`config.mk`:
```
export PLATFORM = sky130hd
export DESIGN_NAME = four_bit_adder_subtractor
export DESIGN_NICKNAME = d
export VERILOG_FILES = /design/src/rtl/four_bit_adder_subtractor.sv
export SDC_FILE = /design/constraint.sdc
export NUM_CORES = 1
export LEC_CHECK = 0
export BUFFER_PORTS_ARGS = -buffer_cell sky130_fd_sc_hd__buf_2
export CAP_MARGIN = 25
export CORE_AREA = 4 4 41 43
export DETAILED_ROUTE_END_ITERATION = 6
export DIE_AREA = 0 0 45 47
export GPL_ROUTABILITY_DRIVEN = 0
export PLACE_DENSITY = 0.52
export SLEW_MARGIN = 20
export SYNTH_ARGS = -nofsm -noshare
export SYNTH_HDL_FRONTEND = slang
export SYNTH_SLANG_ARGS = --single-unit
```
`constraint.sdc`:
```
create_clock -name clk -period 2.2 [get_ports clk]
set_clock_uncertainty 0.15 [all_clocks]
set_input_delay 0.11 -clock clk [delete_from_list [all_inputs] [get_ports clk]]
set_output_delay 0.11 -clock clk [all_outputs]
set_load 0.01 [all_outputs]
```
`src/rtl/four_bit_adder_subtractor.sv`:
```
// four_bit_adder_subtractor: ripple-carry 4-bit add/sub; B is inverted and carry-in set when subtracting.
// Result and carry-out are registered once, giving a fixed one-cycle latency.
module four_bit_adder_subtractor (
    input  logic       clk,
    input  logic       rst,
    input  logic [3:0] A,
    input  logic [3:0] B,
    input  logic       subtract,
    output logic [3:0] Result,
    output logic       Cout
);
    logic [3:0] bx;
    logic [3:0] result_d, result_q;
    logic [4:0] c;
    logic       cout_d, cout_q;
    assign bx   = B ^ {4{subtract}};
    assign c[0] = subtract;
    genvar i;
    generate
        for (i = 0; i < 4; i++) begin : g_fa
            assign result_d[i] = A[i] ^ bx[i] ^ c[i];
            assign c[i+1]      = (A[i] & bx[i]) | (c[i] & (A[i] ^ bx[i]));
        end
    endgenerate
    assign cout_d = c[4];
    always_ff @(posedge clk) begin
        if (rst) begin
            result_q <= 4'b0000;
            cout_q   <= 1'b0;
        end else begin
            result_q <= result_d;
            cout_q   <= cout_d;
        end
    end
    assign Result = result_q;
    assign Cout   = cout_q;
endmodule

```
==> metrics.txt <==
worst slack at placement=0.1764 ns; PD cells=714.3 mW/mm^2; Hold WS=0.1134 ns; final setup fails=0; RSZ-0062 raised after global routing=no; input/output buffers=15; Synth Warn #=0; run status=finished clean; FP Rows=13; TritonRoute pass-1 iters=1; static leakage power=0.1946 nW; Die H=47 um; fin crit share=0.8010; Synth cell types=8; initial antenna violation count=0; root buf cell=clkbuf_4; Starting Density=0.1875; Highest Clock Rate=567.5 MHz; Crit Path Category=in -> reg; Tot GR Track Use=0.05079; slew margin rel.=0.8706; maximum buffer depth of the clock tree=2; post-synth top area share=0.4103; final wirelength=460 um; Worst Max-Slew Pin Slew=0.1934 ns; CP Launch Type=input pin; Final Hold Viols=0; setup_tns=0 ns; clk slew on worst S/H paths=0.04 ns; Post-Synthesis Net Count=35; Sink Count=5; Synth Register Bits=5; antenna-violating nets left=0; DPL Wire Length=429.8 um; max cap viols=0; number of global-route vias before repair=216; Critical Path Sink=Result[3]; first-pass GRT wire length=731 um; worst setup margin=0.4378 ns; layout cells sized above 1=0.4524; core region area=0.001301 mm^2; total grt overflow=0; Mapped Area=244.0 um^2; Synth area leaders=dfxtp_1 41%, fa_1 25%, nor2b_1 7.7%; placed cells=51; largest net degree at the start of global routing=6; crit path time final=1.762 ns; drt wl/cell=8.070 um; number of nets in the layout=57; CTS Buf Count=3; post-synthesis instance total=21; CP max FO=2; number of vias in the routed layout=205; CP startpoint=B[0]; worst path required time=2.18 ns; Total Power=0.2744 mW; clock tree from TritonCTS=built; DIE AREA=0.002115 mm^2; Min-Delay Path Class=in -> reg; Post-route DRC=0; maximum vdd drop=0.0001365 V; H-tree depth=1; Avg Vias per Cell=3.596; die extent in x=45 um; Non-Filler Instances=57; ant diodes=0; CP endpoint kind=flop; Critical Path AT=1.74 ns; Avg Cell Area, Syn=11.62 um^2; Seq/Total Area, Yosys=0.4103; initial drt markers=0; area grow syn2layout=57.44%; post-synth top area cell=dfxtp_1; Top Ports=16; max-slew violation count=0
synthesized netlist by cell type:
cell type,number
dfxtp_1,5
fa_1,3
inv_1,3
mux2_2,1
nor2_1,2
nor2b_1,3
xnor2_1,2
xor2_1,2
report_power, final:
group	total [mW]	switching [mW]	internal (mW)
Sequential	0.106	0.00228	0.103
Clock	0.102	0.0340	0.0683
Combinational	0.0665	0.0314	0.0351
per-layer routing:
| metal | GRT usage | up-vias | wire, um |
|---|---|---|---|
| li1 | - | 102 | - |
| met1 | 0.05300 | 87 | 198 |
| met2 | 0.07345 | 16 | 164 |
| met3 | 0.02299 | 0 | 97 |
| met4 | 0.05263 | 0 | 0 |
| met5 | 0 | - | 0 |
cell type report:
type | instances | area [um^2]
timing repair buffer | 17 | 95.09
fill | 152 | 917.1
inverter | 3 | 11.26
tap | 15 | 18.77
clock buffer | 4 | 26.28
sequential | 5 | 100.1
multi-input combinational | 13 | 132.6
kinds of logic (layout without fill, tap and decap cells):
logic type                 after synthesis  after routing  share of synthesized area
DFF                                      5              5                     0.4103
muxes                                    1              1                    0.04615
xor gates and xnor gates                 4              4                     0.1436
adders and majority gates                3              3                     0.2462
and+or+nand+nor                          5              5                     0.1077
buffers and inverters                    3             24                    0.04615
per-stage QoR:
stage	utilization	cell area [um^2]
after floorplan	-	244.0
after global placement	0.2596	337.8
after detailed placement	0.2596	337.8
after CTS	0.2952	384.1
after global routing	0.2952	384.1
final	0.2952	384.1
worst min path at each step:
stage               from  cells after the start        end  slack (ns)
finish              A[3]                      3  Result[3]        0.11
global route        A[3]                      3  Result[3]        0.12
CTS                 A[3]                      3  Result[3]        0.11
detailed placement   rst                      2  Result[0]        0.18
global placement     rst                      2  Result[2]        0.19
floorplan            rst                      1  Result[2]        0.03
flip-flops by register name, indices dropped and copies added, names as in the netlist:
| name | cells |
|---|---|
| Cout | 1 |
| Result | 4 |
worst max-delay path, stage by stage:
cell and delay, ns:
buf_2 0.10, mux2_2 0.34, fa_1 0.36, inv_1 0.07, fa_1 0.16, inv_1 0.05
fa_1 0.41, nor2b_1 0.13
cell usage in the layout, fill, tap and decap left out:
| cell type | Yosys | final |
|---|---|---|
| buf_2 | 0 | 15 |
| clkbuf_1 | 0 | 1 |
| clkbuf_4 | 0 | 3 |
| dfxtp_1 | 5 | 5 |
| dlygate4sd3_1 | 0 | 2 |
| fa_1 | 3 | 3 |
| inv_1 | 3 | 3 |
| mux2_2 | 1 | 1 |
| nor2_1 | 2 | 2 |
| nor2b_1 | 3 | 3 |
| xnor2_1 | 2 | 2 |
| xor2_1 | 2 | 2 |
what timing repair did:
action / CTS / global route
resized for setup: 0 / 0
setup buffers: 0 / 0
hold buffers: 2 / 0
endpoints found under the hold margin: 5 / 0
No activity file was read; power rests on OpenSTA's default activity.
